<file path="config.mk">
export PLATFORM = sky130hd
export DESIGN_NAME = nem_ohmux_sel_ctrl
export DESIGN_NICKNAME = d
export VERILOG_FILES = /design/src/rtl/nem_ohmux_pkg.sv /design/src/rtl/nem_ohmux_dly_cnt.sv /design/src/rtl/nem_ohmux_sel_ctrl.sv
export SDC_FILE = /design/constraint.sdc
export NUM_CORES = 1
export LEC_CHECK = 0
export ABC_CLOCK_PERIOD_IN_PS = 5050
export CORE_ASPECT_RATIO = 1.25
export CORE_MARGIN = 2
export CORE_UTILIZATION = 50
export CTS_BUF_LIST = sky130_fd_sc_hd__clkbuf_8
export DETAILED_ROUTE_END_ITERATION = 16
export PLACE_DENSITY = 0.83
export RECOVER_POWER = 50
export SLEW_MARGIN = 20
export SYNTH_ARGS = -nofsm -noshare
export SYNTH_HDL_FRONTEND = slang
export SYNTH_SLANG_ARGS = --single-unit
</file>
<file path="constraint.sdc">
create_clock -name CP -period 5.05 [get_ports CP]
set_clock_uncertainty 0.2 [all_clocks]
set_input_delay 1.515 -clock CP [delete_from_list [all_inputs] [get_ports CP]]
set_output_delay 1.515 -clock CP [all_outputs]
set_load 0.005 [all_outputs]
</file>
<file path="src/rtl/nem_ohmux_pkg.sv">
// Shared types and constants for the NEM relay one-hot mux select controller.
// Optional feature macro: NEM_OHMUX_WEAR_CNT_EN (per-input pull-in wear counters).
package nem_ohmux_pkg;

  localparam int SEL_W      = 2;
  localparam int N_IN       = 4;
  localparam int CNT_W      = 8;
  localparam int WEAR_W     = 16;
  localparam int T_REL_DEF  = 8;
  localparam int T_PULL_DEF = 16;

  typedef enum logic [1:0] {
    ST_IDLE    = 2'd0,
    ST_RELEASE = 2'd1,
    ST_PULLIN  = 2'd2
  } state_e;

  // Command captured on acceptance; sel is don't-care when off is set.
  typedef struct packed {
    logic             off;
    logic [SEL_W-1:0] sel;
  } cmd_t;

  function automatic logic [N_IN-1:0] sel_onehot(input logic [SEL_W-1:0] sel);
    return N_IN'(1) << sel;
  endfunction

endpackage

</file>
<file path="src/rtl/nem_ohmux_dly_cnt.sv">
// Loadable 8-bit settle-time down-counter. Stops at zero (never wraps);
// done flags the terminal count of 1 so the FSM moves on the following edge.
module nem_ohmux_dly_cnt
  import nem_ohmux_pkg::*;
(
  input  logic             gclk,
  input  logic             grst,
  input  logic             load,
  input  logic [CNT_W-1:0] load_val,
  output logic             done
);

  logic [CNT_W-1:0] cnt;

  // Load takes priority; otherwise count down and hold at zero.
  always_ff @(posedge gclk or posedge grst) begin
    if (grst)            cnt <= '0;
    else if (load)       cnt <= load_val;
    else if (cnt != '0)  cnt <= cnt - CNT_W'(1);
  end

  assign done = (cnt == CNT_W'(1));

endmodule

</file>
<file path="src/rtl/nem_ohmux_sel_ctrl.sv">
// Break-before-make select sequencer for a 4-input NEM relay mux.
// A new select first releases all relays for T_REL cycles, then drives the
// target and waits T_PULL cycles for pull-in before reporting SETTLED.
// Optional feature macro: NEM_OHMUX_WEAR_CNT_EN adds PULL_CNT wear counters.
module nem_ohmux_sel_ctrl
  import nem_ohmux_pkg::*;
#(
  parameter int T_REL  = T_REL_DEF,
  parameter int T_PULL = T_PULL_DEF
) (
  input  logic             CP,
  input  logic             CD,
  input  logic             REQ_VALID,
  input  logic [SEL_W-1:0] REQ_SEL,
  input  logic             REQ_OFF,
  output logic             REQ_READY,
  output logic             S0,
  output logic             S1,
  output logic             S2,
  output logic             S3,
  output logic             BUSY,
  output logic             SETTLED
`ifdef NEM_OHMUX_WEAR_CNT_EN
  ,
  output logic [N_IN-1:0][WEAR_W-1:0] PULL_CNT
`endif
);

  state_e           state;
  logic [N_IN-1:0]  s_q;
  cmd_t             cmd_q;
  logic             accept;
  logic             noop;
  logic             cnt_load;
  logic [CNT_W-1:0] cnt_val;
  logic             cnt_done;
  logic             pull_ev;

  assign accept  = REQ_VALID && (state == ST_IDLE);
  // Request already satisfied: same select driven, or release with nothing driven.
  assign noop    = REQ_OFF ? (s_q == '0) : s_q[REQ_SEL];
  // A relay gets driven at the end of the release window unless this is a release-only command.
  assign pull_ev = (state == ST_RELEASE) && cnt_done && !cmd_q.off;

  // Counter load: release window on a real switch, pull-in window when a relay gets driven.
  always_comb begin
    cnt_load = 1'b0;
    cnt_val  = '0;
    if (accept && !noop) begin
      cnt_load = 1'b1;
      cnt_val  = CNT_W'(T_REL);
    end else if (pull_ev) begin
      cnt_load = 1'b1;
      cnt_val  = CNT_W'(T_PULL);
    end
  end

  nem_ohmux_dly_cnt u_dly (
    .gclk     (CP),
    .grst     (CD),
    .load     (cnt_load),
    .load_val (cnt_val),
    .done     (cnt_done)
  );

  // Sequencer FSM; s_q only ever holds zero or a single bit, so the relays never overlap.
  always_ff @(posedge CP or posedge CD) begin
    if (CD) begin
      state <= ST_IDLE;
      s_q   <= '0;
      cmd_q <= '0;
    end else begin
      case (state)
        ST_IDLE: begin
          if (accept && !noop) begin
            cmd_q <= '{off: REQ_OFF, sel: REQ_SEL};
            s_q   <= '0;
            state <= ST_RELEASE;
          end
        end
        ST_RELEASE: begin
          if (cnt_done) begin
            if (cmd_q.off) begin
              state <= ST_IDLE;
            end else begin
              s_q   <= sel_onehot(cmd_q.sel);
              state <= ST_PULLIN;
            end
          end
        end
        ST_PULLIN: begin
          if (cnt_done) state <= ST_IDLE;
        end
        default: begin
          state <= ST_IDLE;
          s_q   <= '0;
        end
      endcase
    end
  end

  assign REQ_READY = (state == ST_IDLE);
  assign BUSY      = (state != ST_IDLE);
  assign SETTLED   = (state == ST_IDLE) && (s_q != '0);
  assign S0        = s_q[0];
  assign S1        = s_q[1];
  assign S2        = s_q[2];
  assign S3        = s_q[3];

`ifdef NEM_OHMUX_WEAR_CNT_EN
  for (genvar i = 0; i < N_IN; i++) begin : g_wear
    // Count pull-in events of relay i, saturating at all-ones.
    always_ff @(posedge CP or posedge CD) begin
      if (CD)
        PULL_CNT[i] <= '0;
      else if (pull_ev && (cmd_q.sel == SEL_W'(i)) && (PULL_CNT[i] != '1))
        PULL_CNT[i] <= PULL_CNT[i] + WEAR_W'(1);
    end
  end
`endif

endmodule
</file>
==> results.yml <==
timing:
  hold_viol: 0
  fmaxAchievable_ghz: 0.294
  final.min_clock_period_ns: 3.41
  worst_slack_ns: 1.64
  min_period_over_period_pct: 67.4
  slew_viol_final: 0
  tightestPinTransition_ns: 0.640
  rsz0062_at_grt: "no"
  setup_viol: 0
  slew_headroom_pct: 57.3
  tns_ns: 0
synthesis:
  netlist_area_um2: 990
  synth-main-ff-cell: "dfrtp_1"
  yosysSeqAreaShare_pct: 43.0
  yosys_warnings: 0
  synth.ff_latch_count: 17
  async_flop_share_pct: 100
  synth.distinct_cells: 32
  synth_edf_count: 0
  synth_cells: 96
  syn_nets: 105
  syn_area_per_cell_um2: 10.3
clocking:
  cts_made_buffers: 3
  clk_pin_slew_ns: 0.06
  cts_hold_buf: 0
  ctsRootBufferMaster: "clkbuf_8"
  cts_setup_buffers: 0
  cts.path.max_buffers: 2
  cts-htree-levels: 1
  cts_tree: "built"
  clkLatencyLatePin_ns: 0.25
  numClockSinks: 17
  post_cts_resized: 0
worst_setup_path:
  critPathLaunchType: "flip-flop"
  endpoint_kind: "output pin"
  required_ns: 3.34
  path_delay_family: "buffers and inverters"
  cp.arrival_ns: 1.69
  path_cells: "nor2_1, inv_1, a41oi_1, clkdlybuf4s50_1"
  slowest_stage: "clkdlybuf4s50_1"
  critPathMaxFanout: 4
  critPathKind: "reg -> out"
  max_stage_delay_ns: 0.54
  path_buf_inv: 2
detailed_routing:
  routed.top_layer: "met4"
  drt-initial-drc-count: 6
  wirelength_met1_um: 913
  wire_per_inst_um: 15.1
  vias: 766
  drc: 0
  first_pass_iters: 4
  ant_nets: 0
  avgViaCountPerCell: 5.80
  dr_wl_met3_um: 52
  totalWireLength_um: 2000
  met2WireLength_um: 1000
pwr:
  power_w: 0.000650
  p_leak_nw: 0.506
  ir_drop_v: 0.000264
  powerDensity_mw_per_mm2: 554
grt:
  grt_max_degree: 18
  grt_usage_pct: 19.6
  grt_pass1_wl_um: 3420
  grt_pass1_vias: 781
  grt-ovfl-total: 0
  grt_antenna_before_repair: 0
worst_hold_path:
  hp-class: "reg -> reg"
status:
  outcome: "completed"
floorplan:
  io-pin-count: 13
  core_area_mm2: 0.00191
  die_width_um: 43.8
  rows: 18
  die_y_um: 53.7
  start_util_pct: 51.7
  die_area_mm2: 0.00235
placed_design:
  numPortBuffers: 12
  gp_congestion: 0.771
  pre_cts_slack_ns: 1.48
  dp_hpwl_um: 1550
cells_and_area:
  postLayoutCoreUtil_pct: 61.4
  drive_gt1_share_pct: 12.5
  nets: 122
  n_antenna_cell: 0
  area_delta_synth_final_pct: 18.7
job:
  cap_violations: 0
==> cell type report <==
class | instances | area (µm²)
Fill cell | 170 | 739
Clock inverter | 1 | 5.00
Tap cell | 20 | 25.0
Multi-Input combinational cell | 65 | 505
Clock buffer | 3 | 41.3
Sequential cell | 17 | 425
Timing Repair Buffer | 12 | 120
Inverter | 14 | 52.6
==> sequential cells by signal, summed over array words and instances (netlist names) <==
register and count:
u_dly.cnt 8, cmd_q 3, s_q 4, state 2
==> through the flow <==
step | cell area [µm²] | hold slack [ns] | instances
after floorplan | 990 | 0.271 | 96
after detailed placement | 1130 | 0.318 | 128
after global routing | 1170 | 0.360 | 132
final | 1170 | 0.331 | 132
after CTS | 1180 | 0.328 | 132
after global placement | 1130 | 0.300 | 128
==> final timing paths <==
check / from / end / slack, ns / cells after the start
setup / recovery: state[1] / SETTLED / 1.64 / 4
hold / removal: cmd_q[2] / cmd_q[2] / 0.33 / 2
setup reg to reg: u_dly.cnt[4] / u_dly.cnt[1] / 2.87 / 4
hold reg to reg: cmd_q[2] / cmd_q[2] / 0.33 / 2
max in group asynchronous: CD / u_dly.cnt[1] / 2.66 / 2
min in group asynchronous: CD / cmd_q[0] / 1.58 / 2
==> synthesized netlist by cell type (2+ instances only) <==
cell type	instances	share of area, %
dfrtp_1	17	43
inv_1	14	5.3
nor2_1	9	3.4
nand2_1	6	2.3
o32ai_1	4	3.5
xnor2_1	4	3.5
a211oi_1	3	2.3
a21o_1	3	2.3
a21oi_1	3	1.5
ha_1	3	3.8
nor2b_1	3	1.9
a2111oi_1	2	2.0
a311oi_1	2	1.8
mux2_2	2	2.3
mux2i_1	2	2.0
nand3_1	2	1.0
nor3b_1	2	1.5
==> worst min-delay path, stage by stage, from the launching register on <==
cell and delay [ns]:
dfrtp_1 0.35, o21ai_0 0.09, nand2_1 0.06
==> cell families (layout without fill, tap and decap cells) <==
kind of cell	after synthesis	in the layout	synth area share, %
compound gates	26	26	23.0
xor+xnor	4	4	3.54
fa+ha+maj	3	3	3.79
buf+inv	14	30	5.31
flops	17	17	43.0
mux	4	4	4.30
simple gates	28	28	17.1
==> layer usage <==
layer	global-route usage, %	vias up
li1	-	383
met1	24.2	365
met2	33.8	14
met3	2.68	4
met4	8.59	0
met5	0	-
==> where the power goes <==
| part | internal [W] | leakage, nW | switching (W) |
|---|---|---|---|
| Combinational | 0.000144 | 0.262 | 0.000153 |
| Sequential | 0.000189 | 0.218 | 0.0000641 |
| Clock | 0.0000547 | 0.0255 | 0.0000465 |
| Total | 0.000387 | 0.506 | 0.000263 |
==> cells in the final DEF, fill, tap and decap left out, types with 4 or more instances in the layout <==
master and n:
dfrtp_1 17, nand2_1 6, nor2_1 9, clkdlybuf4s50_1 9, o32ai_1 4, inv_1 14, xnor2_1 4
(Power assumes the default switching activity.)
